--- src/rtl/vga_pkg.sv ---
// -----------------------------------------------------------------------------
// vga_pkg
// Shared types and constants for the VGA test-pattern pixel stage.
//   rgb444_t   : packed {r,g,b} pixel, 4 bits per channel
//   pattern_e  : encodings of the selectable test patterns (6 and 7 are
//                reserved and render black)
//   COL_*      : the eight colour-bar colours plus the moving-bar background
//   H_ACTIVE_DEF / V_ACTIVE_DEF : visible area of 640x480
// -----------------------------------------------------------------------------
package vga_pkg;

    localparam int H_ACTIVE_DEF = 640;
    localparam int V_ACTIVE_DEF = 480;

    typedef struct packed {
        logic [3:0] r;
        logic [3:0] g;
        logic [3:0] b;
    } rgb444_t;

    typedef enum logic [2:0] {
        SOLID   = 3'd0,
        BARS    = 3'd1,
        CHECKER = 3'd2,
        RAMP    = 3'd3,
        MOVBAR  = 3'd4,
        BORDER  = 3'd5
    } pattern_e;

    localparam rgb444_t COL_WHITE     = '{r: 4'hF, g: 4'hF, b: 4'hF};
    localparam rgb444_t COL_YELLOW    = '{r: 4'hF, g: 4'hF, b: 4'h0};
    localparam rgb444_t COL_CYAN      = '{r: 4'h0, g: 4'hF, b: 4'hF};
    localparam rgb444_t COL_GREEN     = '{r: 4'h0, g: 4'hF, b: 4'h0};
    localparam rgb444_t COL_MAGENTA   = '{r: 4'hF, g: 4'h0, b: 4'hF};
    localparam rgb444_t COL_RED       = '{r: 4'hF, g: 4'h0, b: 4'h0};
    localparam rgb444_t COL_BLUE      = '{r: 4'h0, g: 4'h0, b: 4'hF};
    localparam rgb444_t COL_BLACK     = '{r: 4'h0, g: 4'h0, b: 4'h0};
    localparam rgb444_t COL_DARK_BLUE = '{r: 4'h0, g: 4'h0, b: 4'h4};

    // Grey level: the same 4-bit value on all three channels.
    function automatic rgb444_t grey(input logic [3:0] level);
        rgb444_t c;
        c.r = level;
        c.g = level;
        c.b = level;
        return c;
    endfunction

endpackage

--- src/rtl/vga_frame_tracker.sv ---
// -----------------------------------------------------------------------------
// vga_frame_tracker
// Detects the start of each frame from the (already registered) vsync and
// maintains the per-frame state: frame counter, moving-bar position and the
// active pattern mode, which only changes at a frame start.
// Ports:
//   clk, rst        : pixel clock, synchronous active-high reset
//   vsync           : stage-1 registered vsync
//   mode_req        : requested pattern, captured on the frame-start cycle
//   frame_cnt       : frames seen since reset (wraps at 255)
//   bar_x           : left edge of the moving bar
//   mode            : pattern in force for the current frame
// -----------------------------------------------------------------------------
module vga_frame_tracker #(
    parameter int   H_ACTIVE  = 640,
    parameter int   BAR_STEP  = 4,
    parameter logic SYNC_IDLE = 1'b1
) (
    input  logic       clk,
    input  logic       rst,
    input  logic       vsync,
    input  logic [2:0] mode_req,
    output logic [7:0] frame_cnt,
    output logic [9:0] bar_x,
    output logic [2:0] mode
);

    localparam logic [10:0] STEP_W  = 11'(BAR_STEP);
    localparam logic [10:0] LIMIT_W = 11'(H_ACTIVE);

    logic        vsync_prev_r;
    logic        frame_start_s;
    logic [10:0] bar_sum_s;
    logic [9:0]  bar_next_s;

    // Frame start is the idle-to-active transition of the registered vsync.
    always_comb begin
        frame_start_s = (vsync_prev_r == SYNC_IDLE) && (vsync != SYNC_IDLE);
    end

    // Advance the bar, restarting at the left once it would pass the visible area.
    always_comb begin
        bar_sum_s = {1'b0, bar_x} + STEP_W;
        if (bar_sum_s >= LIMIT_W) begin
            bar_next_s = 10'd0;
        end else begin
            bar_next_s = bar_sum_s[9:0];
        end
    end

    // Per-frame state registers.
    always_ff @(posedge clk) begin
        if (rst) begin
            vsync_prev_r <= SYNC_IDLE;
            frame_cnt    <= 8'd0;
            bar_x        <= 10'd0;
            mode         <= 3'd0;
        end else begin
            vsync_prev_r <= vsync;
            if (frame_start_s) begin
                frame_cnt <= frame_cnt + 8'd1;
                bar_x     <= bar_next_s;
                mode      <= mode_req;
            end
        end
    end

endmodule

--- src/rtl/vga_pattern_gen.sv ---
// -----------------------------------------------------------------------------
// vga_pattern_gen
// Pixel stage behind the 640x480@60 timing core. Decodes the active test
// pattern from Sx/Sy and emits RGB444 with de/hsync/vsync delayed to match,
// through a fixed two-stage pipeline (stage 1: timing + decoded pattern,
// stage 2: blanked RGB + timing).
// Ports:
//   i_VGA_CLOCK, i_rst          : pixel clock, synchronous active-high reset
//   i_de, i_hsync, i_vsync      : timing from the core
//   i_Sx, i_Sy                  : current column / row
//   i_mode                      : requested pattern (takes effect at frame start)
//   i_solid_rgb                 : {R,G,B} colour for the solid pattern
//   o_de, o_hsync, o_vsync      : timing delayed by 2 cycles
//   o_r, o_g, o_b               : pixel colour (0 while o_de is low)
//   o_frame_cnt                 : frames since reset, wrapping
// Optional build macro:
//   VGA_PATTERN_CROSSHAIR_EN    : red crosshair at the screen centre lines,
//                                 drawn over every pattern
// -----------------------------------------------------------------------------
module vga_pattern_gen
    import vga_pkg::*;
#(
    parameter int   H_ACTIVE   = H_ACTIVE_DEF,
    parameter int   V_ACTIVE   = V_ACTIVE_DEF,
    parameter logic SYNC_IDLE  = 1'b1,
    parameter int   CHECK_LOG2 = 5,
    parameter int   BAR_STEP   = 4
) (
    input  logic        i_VGA_CLOCK,
    input  logic        i_rst,
    input  logic        i_de,
    input  logic        i_hsync,
    input  logic        i_vsync,
    input  logic [9:0]  i_Sx,
    input  logic [9:0]  i_Sy,
    input  logic [2:0]  i_mode,
    input  logic [11:0] i_solid_rgb,
    output logic        o_de,
    output logic        o_hsync,
    output logic        o_vsync,
    output logic [3:0]  o_r,
    output logic [3:0]  o_g,
    output logic [3:0]  o_b,
    output logic [7:0]  o_frame_cnt
);

    localparam logic [9:0]  H_LAST  = 10'(H_ACTIVE - 1);
    localparam logic [9:0]  V_LAST  = 10'(V_ACTIVE - 1);
    localparam logic [10:0] BAR_LEN = 11'd16;
    // Colour-bar edges: eight equal bars across the visible width.
    localparam int          BAR_W   = H_ACTIVE / 8;
    localparam logic [9:0]  EDGE1   = 10'(BAR_W * 1);
    localparam logic [9:0]  EDGE2   = 10'(BAR_W * 2);
    localparam logic [9:0]  EDGE3   = 10'(BAR_W * 3);
    localparam logic [9:0]  EDGE4   = 10'(BAR_W * 4);
    localparam logic [9:0]  EDGE5   = 10'(BAR_W * 5);
    localparam logic [9:0]  EDGE6   = 10'(BAR_W * 6);
    localparam logic [9:0]  EDGE7   = 10'(BAR_W * 7);

    logic        de1_r;
    logic        hs1_r;
    logic        vs1_r;
    rgb444_t     pat1_r;
    logic        de2_r;
    logic        hs2_r;
    logic        vs2_r;
    rgb444_t     rgb2_r;

    logic [2:0]  mode_s;
    logic [9:0]  bar_x_s;
    logic [7:0]  frame_cnt_s;
    rgb444_t     pat_s;
    rgb444_t     pix_s;
    logic        in_bar_s;
    logic [10:0] bar_end_s;

    vga_frame_tracker #(
        .H_ACTIVE  (H_ACTIVE),
        .BAR_STEP  (BAR_STEP),
        .SYNC_IDLE (SYNC_IDLE)
    ) u_tracker (
        .clk       (i_VGA_CLOCK),
        .rst       (i_rst),
        .vsync     (vs1_r),
        .mode_req  (i_mode),
        .frame_cnt (frame_cnt_s),
        .bar_x     (bar_x_s),
        .mode      (mode_s)
    );

    // Moving-bar window; columns past the visible area never count as bar.
    always_comb begin
        bar_end_s = {1'b0, bar_x_s} + BAR_LEN;
        in_bar_s  = (i_Sx >= bar_x_s) && ({1'b0, i_Sx} < bar_end_s) && (i_Sx <= H_LAST);
    end

    // Pattern decode for the pixel currently presented by the timing core.
    always_comb begin
        pat_s = COL_BLACK;
        case (mode_s)
            SOLID: begin
                pat_s = rgb444_t'(i_solid_rgb);
            end
            BARS: begin
                if (i_Sx < EDGE1) begin
                    pat_s = COL_WHITE;
                end else if (i_Sx < EDGE2) begin
                    pat_s = COL_YELLOW;
                end else if (i_Sx < EDGE3) begin
                    pat_s = COL_CYAN;
                end else if (i_Sx < EDGE4) begin
                    pat_s = COL_GREEN;
                end else if (i_Sx < EDGE5) begin
                    pat_s = COL_MAGENTA;
                end else if (i_Sx < EDGE6) begin
                    pat_s = COL_RED;
                end else if (i_Sx < EDGE7) begin
                    pat_s = COL_BLUE;
                end else begin
                    pat_s = COL_BLACK;
                end
            end
            CHECKER: begin
                if (i_Sx[CHECK_LOG2] ^ i_Sy[CHECK_LOG2]) begin
                    pat_s = COL_WHITE;
                end else begin
                    pat_s = COL_BLACK;
                end
            end
            RAMP: begin
                pat_s = grey(i_Sx[9:6]);
            end
            MOVBAR: begin
                if (in_bar_s) begin
                    pat_s = COL_WHITE;
                end else begin
                    pat_s = COL_DARK_BLUE;
                end
            end
            BORDER: begin
                if ((i_Sx == 10'd0) || (i_Sx == H_LAST) || (i_Sy == 10'd0) || (i_Sy == V_LAST)) begin
                    pat_s = COL_WHITE;
                end else begin
                    pat_s = COL_BLACK;
                end
            end
            default: begin
                pat_s = COL_BLACK;
            end
        endcase
    end

`ifdef VGA_PATTERN_CROSSHAIR_EN
    localparam logic [9:0] H_MID = 10'(H_ACTIVE / 2);
    localparam logic [9:0] V_MID = 10'(V_ACTIVE / 2);

    // Crosshair overlay on the centre column and centre row.
    always_comb begin
        if ((i_Sx == H_MID) || (i_Sy == V_MID)) begin
            pix_s = COL_RED;
        end else begin
            pix_s = pat_s;
        end
    end
`else
    // No overlay: the pattern passes straight through.
    always_comb begin
        pix_s = pat_s;
    end
`endif

    // Stage 1: register timing and the decoded pattern.
    always_ff @(posedge i_VGA_CLOCK) begin
        if (i_rst) begin
            de1_r  <= 1'b0;
            hs1_r  <= SYNC_IDLE;
            vs1_r  <= SYNC_IDLE;
            pat1_r <= COL_BLACK;
        end else begin
            de1_r  <= i_de;
            hs1_r  <= i_hsync;
            vs1_r  <= i_vsync;
            pat1_r <= pix_s;
        end
    end

    // Stage 2: blank RGB outside the active area and delay timing once more.
    always_ff @(posedge i_VGA_CLOCK) begin
        if (i_rst) begin
            de2_r  <= 1'b0;
            hs2_r  <= SYNC_IDLE;
            vs2_r  <= SYNC_IDLE;
            rgb2_r <= COL_BLACK;
        end else begin
            de2_r  <= de1_r;
            hs2_r  <= hs1_r;
            vs2_r  <= vs1_r;
            rgb2_r <= de1_r ? pat1_r : COL_BLACK;
        end
    end

    assign o_de        = de2_r;
    assign o_hsync     = hs2_r;
    assign o_vsync     = vs2_r;
    assign o_r         = rgb2_r.r;
    assign o_g         = rgb2_r.g;
    assign o_b         = rgb2_r.b;
    assign o_frame_cnt = frame_cnt_s;

endmodule

--- config.mk ---
export PLATFORM = sky130hd
export DESIGN_NAME = vga_pattern_gen
export DESIGN_NICKNAME = d
export VERILOG_FILES = /design/src/rtl/vga_pkg.sv /design/src/rtl/vga_frame_tracker.sv /design/src/rtl/vga_pattern_gen.sv
export SDC_FILE = /design/constraint.sdc
export NUM_CORES = 1
export LEC_CHECK = 0
export ABC_AREA = 1
export CAP_MARGIN = 10
export CELL_PAD_IN_SITES_DETAIL_PLACEMENT = 0
export CELL_PAD_IN_SITES_GLOBAL_PLACEMENT = 2
export CORE_MARGIN = 8
export CORE_UTILIZATION = 30
export CTS_CLUSTER_DIAMETER = 150
export DETAILED_ROUTE_END_ITERATION = 8
export PLACE_DENSITY_LB_ADDON = 0.1
export SLEW_MARGIN = 20
export SYNTH_ARGS = -nofsm -noshare
export SYNTH_HDL_FRONTEND = slang
export SYNTH_HIERARCHICAL = 1
export SYNTH_SLANG_ARGS = --single-unit
--- constraint.sdc ---
create_clock -name i_VGA_CLOCK -period 3 [get_ports i_VGA_CLOCK]
set_input_delay 0.9 -clock i_VGA_CLOCK [delete_from_list [all_inputs] [get_ports i_VGA_CLOCK]]
set_output_delay 0.9 -clock i_VGA_CLOCK [all_outputs]
set_load 0.01 [all_outputs]
=== Yosys cells after proc, flatten, opt, wreduce, memory -nomap -nowiden ===
Cells that the tools add are included.

* Register bits after elaboration: 51
* Input port bits: 40
* Word-level logic and storage cells: 61

* Equal/unequal tests: 7
* Multiplexer cells: 12
* Bitwise gates (word level): 3
* $add $sub $neg: 3
* Reduce and logical (&&, ||, !) cells: 10
* $lt $le $gt $ge: 11

{| class="wikitable"
|+ Operators with widths
! cell !! number
|-
| $mux 12 || 9
|-
| $pmux 12 s6 || 1
|-
| $lt 10x9->1 const B || 3
|-
| $logic_not 10->1 || 2
|-
| $lt 10x8->1 const B || 2
|-
| $add 10x3->11 const B || 1
|-
| $add 10x5->11 const B || 1
|-
| $ge 11x10->1 const B || 1
|-
| $lt 10x11->1 || 1
|-
| $eq 10x10->1 const B || 1
|-
| $eq 10x9->1 const B || 1
|-
| $ge 10x10->1 || 1
|-
| $le 10x10->1 const B || 1
|-
| $lt 10x10->1 const B || 1
|-
| $lt 10x7->1 const B || 1
|-
| $mux 10 || 1
|-
| $add 8x1->8 const B || 1
|-
| $eq 3x2->1 const B || 2
|-
| $eq 3x3->1 const B || 2
|-
| $mux 4 || 1
|-
| $eq 3x1->1 const B || 1
|-
| $logic_and 1x1->1 || 3
|-
| $logic_not 3->1 || 1
|-
| $logic_or 1x1->1 || 3
|-
| other kinds (3) || 4
|}

=== Longest topological paths before layout ===
Gate-level depths: netlist of run 1.

* Depth in word-level cells: 9
* Depth in mapped cells: 15
* Mapped depth without buffers: 14

=== Cells and area by module ===
The synthesis of run 1 kept the hierarchy.

{| class="wikitable"
|+ By module, submodules not included
! module !! area each (um^2) !! sequential area each (um^2) !! cells an instance !! instances
|-
| vga_pattern_gen || 1970.6 || 600.6 || 296 || 1
|-
| vga_frame_tracker || 1003.5 || 400.4 || 147 || 1
|}

=== Least setup slack after synthesis of run 1 ===
OpenSTA, ideal clock, no wires.

* Path type: input port to flip-flop
* Start: input i_Sx[4]
* End: register pat1_r[3] (netlist bit)
* Setup time: 112 ps
* Data required time: 2888 ps
* Data arrival time: 1976 ps
* Stages on the path: 14
* Setup slack: 911 ps
* Cells stage by stage: ha_1 inv_1 nand2_1 nor2_1 nand2_1 nand2_1 nand2_1 nand2_1 nand2_1 nand2_2 buf_6 nand3_2 nor2_1 nor2_2

* Word-level cells in the longest chain between the ends: 9
* Elaborated cells on any way between the ends: 27
* Classes of those cells: order compare: 10; eq/ne: 1; mux: 10; reduce/logical: 6

{| class="wikitable"
|+ RTL lines
! item !! RTL line !! RTL
|-
| start, declared || vga_pattern_gen.sv:34 || <nowiki>input logic [9:0] i_Sx,</nowiki>
|-
| $lt 10x10->1 || vga_pattern_gen.sv:117 || <nowiki>end else if (i_Sx < EDGE7) begin</nowiki>
|-
| $mux 4 || vga_pattern_gen.sv:117 ||
|-
| $mux 12 || vga_pattern_gen.sv:115 || <nowiki>end else if (i_Sx < EDGE6) begin</nowiki>
|-
| $mux 12 || vga_pattern_gen.sv:113 || <nowiki>end else if (i_Sx < EDGE5) begin</nowiki>
|-
| $mux 12 || vga_pattern_gen.sv:111 || <nowiki>end else if (i_Sx < EDGE4) begin</nowiki>
|-
| $mux 12 || vga_pattern_gen.sv:109 || <nowiki>end else if (i_Sx < EDGE3) begin</nowiki>
|-
| $mux 12 || vga_pattern_gen.sv:107 || <nowiki>end else if (i_Sx < EDGE2) begin</nowiki>
|-
| $mux 12 || vga_pattern_gen.sv:105 || <nowiki>if (i_Sx < EDGE1) begin</nowiki>
|-
| $pmux 12 s6 * || vga_pattern_gen.sv:100 || <nowiki>case (mode_s)</nowiki>
|-
| end signal, assigned || vga_pattern_gen.sv:183 || <nowiki>pat1_r <= pix_s;</nowiki>
|-
| end, declared || vga_pattern_gen.sv:63 || <nowiki>rgb444_t pat1_r;</nowiki>
|}

Mark *: on every way between the ends. The rest lies on a longest branch, timed or not.
A chain may end at the register's enable or synchronous reset.

=== Worst setup path after layout of run 1 ===
* Start: input i_Sx[4]
* End: register pat1_r[0] (netlist bit)

Same word-level chain as after synthesis.

==> run metrics, run 1 <==
Crit path arrival time=2.66 ns; Worst Setup SP=i_Sx[4]; final WL=approximately 7500 um; Post-Layout Cell Count=645; Peak VDD IR=204.5 uV; # setup viols final=0; TritonCTS clock tree=done; area post-placement=3752 sq um; synth unique cells=35; Hold Crit Endpoint=o_r[3]$_SDFF_PP0_; Placed Cells=around 640; grt ovf=0; Die Wd=115.6 um; element type at the critical path start=primary input; CP cell instances=clkdlybuf4s50_1 > ha_1 > inv_1 > nand2_1 > nor2_1 > nand2_1 > nand2_1 > nand2_1 > nand2_1 > nand2_1 > nand2_2 > nand3_1 > nor2_1 > nor2_1; status=finished clean; vias in the first global route=2654; Post-CTS Resized=0; CP Capture Type=flop; Setup CP Type=in2reg; Initial Util=a little under a third; setup_tns=0 ns; largest net degree at the start of global routing=17; most frequent cells in the layout=105 x nand2_1, 74 x inv_1, 62 x clkdlybuf4s50_1; Core Region=9684 sq um; RSZ-0062 raised after global routing=no; IO Count=63; Reg2Reg Launch Point=u_tracker/bar_x[4]$_SDFFE_PP0P_; ANT nets after route=0; cell row count=36; Root Driver=clkbuf_8; crit path time final=2.469 ns; Critical Path Most Common Cell=nand2_1; Leak=1.757 nW; gr usage total=between 10 and 15%; via count=between 2k and 3k; TritonRoute pass-1 iters=4; Top FF cell, synth=dfxtp_1; RD Place Congestion=0.7758; Worst EP required=3.19 ns; Yosys reg bits=50; HP Start=pat1_r[11]$_SDFF_PP0_; Syn Area/Cell=6.714 sq um; Achievable Freq=405.0 MHz; CTS Hold Buffers Added=0; initial antenna violation count=0; Syn-to-layout area delta=29.95%; # Post-CTS Setup Buffers=0; skew final=0.006844 ns; slowest stage cell on the critical path=clkdlybuf4s50_1; port bufs=62; die area=13360 sq um; total CTS buffers=5; Slew headroom=50.31%; r2r worst-path depth=14; max incr delay on CP=about 0.48 ns; clk sinks=50; Slew @ Worst Pin=0.7426 ns; hold path cells=2; Reg clk slew, reported paths=0.10 ns; CTS Buffer Depth=2; Syn Inst Count=between 400 and 500; Avg WL per Cell=11.64 um; Skew-Pair Late Insertion Delay=roughly 0.3 ns; Post-synth EDFFs=0; Maximum Capacitance Violations=0; PwrDens=381.7 nW/um^2; H-tree lvl count=2; Hold Crit Class=reg2reg; Ys Warns=6; violation count after the first detailed-route iteration=108; proportion of layout cells with a drive suffix above 1=a little under a tenth; detailed-placement wirelength estimate=about 5900 um; fin crit share=82.31%; RR Endpoint=pat1_r[0]$_SDFF_PP0_; most common cell after layout, fill and taps aside=nand2_1; Die Span Y=115.6 um; antenna diode count=0; # DRC=0; Worst R2R Setup Slack=about 0.72 ns; cell area after layout=3865 sq um; first-pass GRT wire length=12340 um; max-slew violation count=0; Vias/cell=4.279; synthesized cell area=2974 sq um; Final Hold Fails=0; Nets=570; register area share after synthesis=about a third; CP Max Fanout=11; Synth async-reset ratio=0%
[cell type report]
class / instances / area [sq um]
repair buffers: 69 / 673.1
flip-flops and latches: 50 / 1001
inverters: 84 / 315.3
clock inverters: 3 / 43.79
fillers: 1039 / 5819
multi-input cells: 301 / 1597
well taps: 133 / 166.4
clock buffers: 5 / 68.82
[metrics by stage]
step | worst slack [ns] | util [%] | total power [mW] | hold slack, ns
CTS | 0.5242 | 39.91 | 1.505 | 0.4075
detailed placement | 0.2059 | 38.75 | 0.9982 | 0.3983
global route | 0.3280 | 39.91 | 1.560 | 0.4281
global placement | 0.1909 | 38.75 | 0.9996 | 0.3915
floorplan | 0.9112 | - | 0.8798 | 0.3895
finish | 0.5308 | 39.91 | 1.475 | 0.4098
[metal layers]
metal,wire (um),part of all wire (%),track usage (%),vias up
met5,0,0,0,-
met4,56,0.75,2.627,0
met3,457,6.1,3.022,5
met2,3248,43,18.64,59
met1,3748,50,14.58,1199
li1,-,-,-,1497
[synthesized netlist by cell type (3+ instances only)]
cell type  number  area (sq um)
buf_4           3         22.52
nand4_1        14         87.58
nand2_1       105         394.1
clkinv_1        3         11.26
nor2_2          6         37.54
nand2_2         7         43.79
a21boi_1        4         30.03
o21ai_0        13         65.06
a21oi_1        14         70.07
xnor2_1         4         35.03
nor3_1          7         35.03
nand3_1        18         90.09
or2_2           5         31.28
dfxtp_1        50          1001
ha_1           19         237.7
inv_1          74         277.8
xor2_1          5         43.79
buf_2           4         20.02
inv_2           7         26.28
nor2_1         60         225.2
[power breakdown]
| group | internal, mW | total (mW) | switching (mW) |
|---|---|---|---|
| registers | 0.694 | 0.707 | 0.0135 |
| logic | 0.132 | 0.274 | 0.142 |
| clock network | 0.251 | 0.495 | 0.244 |
| total | 1.08 | 1.48 | 0.400 |
[kinds of logic after synthesis]
kind of cell	after synthesis	synth area share, %
xor+xnor	9	2.650
buf+inv	93	12.79
compound gates	39	7.363
flops	50	33.66
other cells	1	0.1261
fa+ha+maj	19	7.993
simple gates	232	35.42
[state kept, by name, summed over array words and instances, names as in the netlist]
register and cells:
o_vsync 1, u_tracker/vsync_prev_r 1, o_de 1, u_tracker/frame_cnt 8
u_tracker/bar_x 8, o_r 4, vs1_r 1, pat1_r 12
o_hsync 1, hs1_r 1, de1_r 1, o_g 4
o_b 4, u_tracker/mode 3
[worst max path at each step]
| stage | end | slack [ns] | depth (start not counted) |
|---|---|---|---|
| final | pat1_r[0]$_SDFF_PP0_ | 0.53 | 14 |
| after global routing | pat1_r[0]$_SDFF_PP0_ | 0.33 | 14 |
| after CTS | pat1_r[0]$_SDFF_PP0_ | 0.52 | 14 |
| after detailed placement | pat1_r[1]$_SDFF_PP0_ | 0.21 | 14 |
| after global placement | pat1_r[0]$_SDFF_PP0_ | 0.19 | 14 |
| after floorplan | pat1_r[3]$_SDFF_PP0_ | 0.91 | 14 |
[worst max-delay path: cells and delay by family]
kind                     cells  cell delay [ns]
AND/OR/NAND/NOR             11             0.85
buffers and inverters        2             0.55
adder cells (fa/ha/maj)      1             0.34
Power figures use the tool's default switching activity.
==> run 2: changes to the inputs <==
Settings changed: CORE_UTILIZATION 30 to 28.
Clock period 3 ns to 2.6 ns, I/O delays scaled along.
==> run 2 against run 1 <==
  * Routed wire length increased by 1.7%
  * Critical path depth decreased by 3
  * Clock skew decreased by 0.0032 ns
  * Global-route usage decreased by 0.35 points
  * Largest cell class unchanged
==> run metrics, run 2 (same netlist as run 1, synthesis figures left out) <==
# DRC=0 (unchanged); crit path time final=~2.3 ns; PwrDens=434.0 nW/um^2 (+14%); Setup CP Type=in2reg; Reg clk slew, reported paths=0.10 ns (about the same); final WL=7636 um (+1.7%); Achievable Freq=roughly 430 MHz; via count=2757 (-0.11%); total CTS buffers=5 (unchanged); CTS Hold Buffers Added=0 (unchanged); Top reg by flops=pat1_r; H-tree lvl count=2 (unchanged); ANT nets after route=0 (unchanged); largest net degree at the start of global routing=16 (-1); multi-input logic area=1597 sq um (unchanged); Maximum Capacitance Violations=0 (unchanged); Syn-to-layout area delta=31.76%; element type at the critical path start=primary input; Die Wd=119.1 um (+3.0%); most frequent cells in the layout=105 x nand2_1, 74 x inv_1, 62 x clkdlybuf4s50_1; status=finished clean; max-slew violation count=0 (unchanged); Core Region=10320 sq um (+6.6%); Skew-Pair Late Insertion Delay=0.30 ns (about the same); gr usage total=11.05% (-0.35 points); Root Driver=clkbuf_8; # Post-CTS Setup Buffers=0 (unchanged); most common cell after layout, fill and taps aside=nand2_1; grt ovf=0 (unchanged); Vias/cell=4.209 (-1.6%); cell row count=37 (+2.8%); Initial Util=28.81% (-1.9 points); # setup viols final=0 (unchanged); antenna diode count=0 (unchanged); M1 WL=3778 um (+0.80%); vias in the first global route=2738 (+3.2%); fin crit share=88.97%; TritonRoute pass-1 iters=4 (unchanged); Worst EP required=2.81 ns (-0.38 ns); met3 WL post-DR=381 um (-17%); Post-Layout Cell Count=655 (+1.6%); TritonCTS clock tree=done; die area=14180 sq um (+6.1%); skew final=0.003630 ns (-0.003215 ns); CP Capture Type=flop; Crit path arrival time=2.52 ns (-0.14 ns); Top Registers=pat1_r (12), u_tracker/bar_x (8), u_tracker/frame_cnt (8); CP Max Fanout=11 (unchanged); DR WL met2=3407 um (+4.9%); violation count after the first detailed-route iteration=84 (-22%); Leak=1.784 nW (+1.5%); proportion of layout cells with a drive suffix above 1=10.40% (+1.0 points); Placed Cells=647 (+1.6%); Hold Crit Class=reg2reg; port bufs=62 (unchanged); Slew @ Worst Pin=0.7354 ns (-0.007133 ns); clk sinks=50 (unchanged); top sig layer=met4; fillcell total=1137 (+9.4%); RD Place Congestion=0.7758 (unchanged); Slew headroom=50.79% (+0.48 points); Avg WL per Cell=11.66 um (+0.11%); initial antenna violation count=0 (unchanged); Peak VDD IR=196.6 uV (-3.8%); detailed-placement wirelength estimate=6086 um (+2.8%); CTS Buffer Depth=2 (unchanged); RSZ-0062 raised after global routing=no; Nets=577 (+1.2%); max reg flops=12 (unchanged); worst slack, placed=-0.04584 ns (-0.2518 ns); Final Hold Fails=0 (unchanged); core utilization of the finished layout=37.96% (-2.0 points); Die Span Y=119.1 um (+3.0%); Setup WS post-layout=0.2868 ns (-0.2440 ns); register area=1001 sq um (unchanged); Post-CTS Resized=0 (unchanged); IO Count=63 (unchanged); first-pass GRT wire length=12990 um (+5.3%)
[run 2: cell types whose count changed in the layout (fill, tap and decap cells not counted), sizes merged]
cell,previous run,this run
buf,7,14
clkbuf,5,6
clkinv,4,3
clkinvlp,0,1
inv,82,81
[run 2: layer usage]
layer | track usage, % | vias to the layer above
met5 | 0 | -
met3 | 2.881 | 5
li1 | - | 1510
met2 | 17.91 | 50
met1 | 14.15 | 1192
met4 | 3.083 | 0
[run 2: where the power goes]
group	switching (mW)	internal (mW)	leakage (nW)
Sequential	0.0157	0.800	0.409
Combinational	0.164	0.158	1.32
Clock	0.275	0.288	0.0514
[run 2: metrics by stage]
stage	instance area [sq um]	hold slack [ns]	TNS (ns)	total power, mW
final	3919	0.4105	0	1.701
after global placement	3809	0.3917	-0.3374	1.163
after floorplan	2978	0.3895	0	1.015
after detailed placement	3809	0.3933	-0.1077	1.160
after global routing	3919	0.4271	0	1.811
after CTS	3919	0.4168	0	1.735
[run 2: layout make-up]
class | count | area share [%]
multi-input combinational | 301 | 40.74
inverter | 84 | 8.046
clock buffer | 6 | 1.852
timing repair buffer | 76 | 18.52
sequential | 50 | 25.54
tap | 136 | 4.342
clock inverter | 2 | 0.9579
[run 2: path summary, 6_finish.rpt]
check / end / cells past startpoint / start / slack [ns]
max: pat1_r[0]$_SDFF_PP0_ / 11 / i_Sx[9] / 0.29
min: o_g[1]$_SDFF_PP0_ / 2 / pat1_r[5]$_SDFF_PP0_ / 0.41
max reg2reg: pat1_r[0]$_SDFF_PP0_ / 14 / u_tracker/bar_x[5]$_SDFFE_PP0P_ / 0.47
min reg2reg: o_g[1]$_SDFF_PP0_ / 2 / pat1_r[5]$_SDFF_PP0_ / 0.41
[run 2: critical path, stage by stage]
cell             delay, ns
clkdlybuf4s50_1       0.47
ha_1                  0.34
a21o_1                0.18
nor2_1                0.10
nand3_1               0.08
nand2_1               0.06
inv_1                 0.04
nand2_2               0.19
nand3_1               0.11
nor2_1                0.10
nor2_1                0.05
==> run 3: changes to the inputs <==
Settings changed: CORE_MARGIN 8 to unset, GPL_ROUTABILITY_DRIVEN set to 0, HOLD_SLACK_MARGIN set to 0.02.
==> run 3 against run 2 <==
  * Fmax up 1.5%
  * Via count up 0.98%
  * First-iteration DRC count down 18%
  * Clock power up 2%
  * Sequential share of layout area about the same
  * Routed wire length down 6.6%
  * Largest power group unchanged
  * Critical path type unchanged
  * Worst hold slack better by 0.0032 ns
==> run metrics, run 3 (same netlist as run 1, synthesis figures left out) <==
status=finished clean; Maximum Capacitance Violations=0 (unchanged); Syn-to-layout area delta=31.85% (about the same); CP cell instances=clkdlybuf4s50_1 > ha_1 > a21o_1 > nor2_1 > nand3_1 > nand2_1 > inv_1 > nand2_2 > nand3_1 > nor2_1 > nor2_1; RSZ-0062 raised after global routing=no; cell row count=37 (unchanged); worst slack, placed=-0.03763 ns (+0.008207 ns); Slew headroom=50.58% (-0.21 points); CP Max Fanout=11 (unchanged); Avg WL per Cell=10.89 um (-6.6%); Vias/cell=4.250 (+0.98%); skew final=0.004616 ns (+0.0009865 ns); total CTS buffers=5 (unchanged); Die Span Y=105.1 um (-12%); violation count after the first detailed-route iteration=69 (-18%); max incr delay on CP=0.46 ns (about the same); fin crit share=87.65% (-1.3 points); cell area after layout=3921 sq um (about the same); max reg flops=12 (unchanged); first-pass GRT wire length=12210 um (-6.0%); fillcell total=1129 (-0.70%); most common cell after layout, fill and taps aside=nand2_1; port bufs=62 (unchanged); PwrDens=436.0 nW/um^2 (+0.45%); Root Driver=clkbuf_8; grt ovf=0 (unchanged); element type at the critical path start=primary input; largest net degree at the start of global routing=17 (+1); Skew-Pair Late Insertion Delay=0.31 ns (about the same); Reg2Reg Launch Point=u_tracker/bar_x[5]$_SDFFE_PP0P_; Final Hold Fails=0 (unchanged); Initial Util=28.81% (unchanged); proportion of layout cells with a drive suffix above 1=10.60% (+0.19 points); Worst EP required=2.81 ns (about the same); Slew @ Worst Pin=0.7385 ns (+0.003071 ns); Worst Setup SP=i_Sx[9]; # setup viols final=0 (unchanged); H-tree lvl count=2 (unchanged); Top reg by flops=pat1_r; Placed Cells=647 (unchanged); Worst path top cell family by delay=simple AND/OR/NAND/NOR gates; Reg clk slew, reported paths=0.10 ns (about the same); Hold Crit Class=reg2reg; CP bufs+invs=2 (unchanged); IO Count=63 (unchanged); Setup CP Type=in2reg; Core Region=10320 sq um (unchanged); Post-Layout Cell Count=655 (unchanged); Worst R2R Setup Slack=0.48 ns (about the same); slowest stage cell on the critical path=clkdlybuf4s50_1; crit path time final=2.279 ns (-0.03436 ns); Critical Path Most Common Cell=nor2_1; gr usage total=13.88% (+2.8 points); clk sinks=50 (unchanged); final WL=7135 um (-6.6%); HP Start=pat1_r[3]$_SDFF_PP0_; Setup WS post-layout=0.3211 ns (+0.03436 ns); area post-placement=3809 sq um (unchanged); Die Wd=105.1 um (-12%); via count=2784 (+0.98%); Achievable Freq=438.8 MHz (+1.5%); die area=11040 sq um (-22%); TritonCTS clock tree=done; antenna diode count=0 (unchanged); CTS Hold Buffers Added=0 (unchanged); # Post-CTS Setup Buffers=0 (unchanged); ANT nets after route=0 (unchanged); TritonRoute pass-1 iters=5 (+1); CP Capture Type=flop; Top Registers=pat1_r (12), u_tracker/bar_x (8), u_tracker/frame_cnt (8); # DRC=0 (unchanged); Crit path arrival time=2.49 ns (-0.03 ns); Min Hold Slack=0.4137 ns (+0.003244 ns); Leak=1.791 nW (+0.40%); vias in the first global route=2725 (-0.47%); most frequent cells in the layout=105 x nand2_1, 74 x inv_1, 62 x clkdlybuf4s50_1; initial antenna violation count=0 (unchanged); Post-CTS Resized=0 (unchanged); Nets=577 (unchanged); CTS Buffer Depth=2 (unchanged); max-slew violation count=0 (unchanged); detailed-placement wirelength estimate=5638 um (-7.4%); Peak VDD IR=326.5 uV (+66%)
==> run 3: routing by layer <==
metal / GRT usage, % / part of all wire (%) / vias to the layer above
li1: - / - / 1511
met1: 17.53 / 49 / 1213
met2: 23.60 / 45 / 53
met3: 2.558 / 4.3 / 7
met4: 4.728 / 1.3 / 0
met5: 0 / 0 / -
==> run 3: worst paths after layout <==
kind | to | cells after the start
worst max register to register | pat1_r[0]$_SDFF_PP0_ | 14
worst min-delay path | o_b[3]$_SDFF_PP0_ | 2
worst max-delay path | pat1_r[0]$_SDFF_PP0_ | 11
worst min register to register | o_b[3]$_SDFF_PP0_ | 2
==> run 3: through the flow <==
stage	TNS [ns]	utilization [%]	power [mW]
after global placement	-0.1638	36.89	1.162
after global routing	0	37.98	1.823
after CTS	0	37.98	1.743
final	0	37.98	1.710
after detailed placement	-0.1058	36.89	1.160
after floorplan	0	-	1.015
==> run 3: worst min-delay path, cell delays in order, from the launching register on <==
cell     delay (ns)
dfxtp_1        0.31
inv_1          0.04
nor2_1         0.03
==> run 3: cell type report <==
| cell class | instances | area (sq um) | share of cell area (%) |
|---|---|---|---|
| Clock inverter | 3 | 43.79 | 1.117 |
| Tap cell | 136 | 170.2 | 4.339 |
| Inverter | 84 | 315.3 | 8.041 |
| Timing Repair Buffer | 76 | 725.7 | 18.51 |
| Sequential cell | 50 | 1001 | 25.53 |
| Multi-Input combinational cell | 301 | 1597 | 40.71 |
| Clock buffer | 5 | 68.82 | 1.755 |
==> run 3: report_power, final <==
part,switching (mW),internal (mW)
registers,0.0160,0.800
logic,0.164,0.157
clock network,0.283,0.289
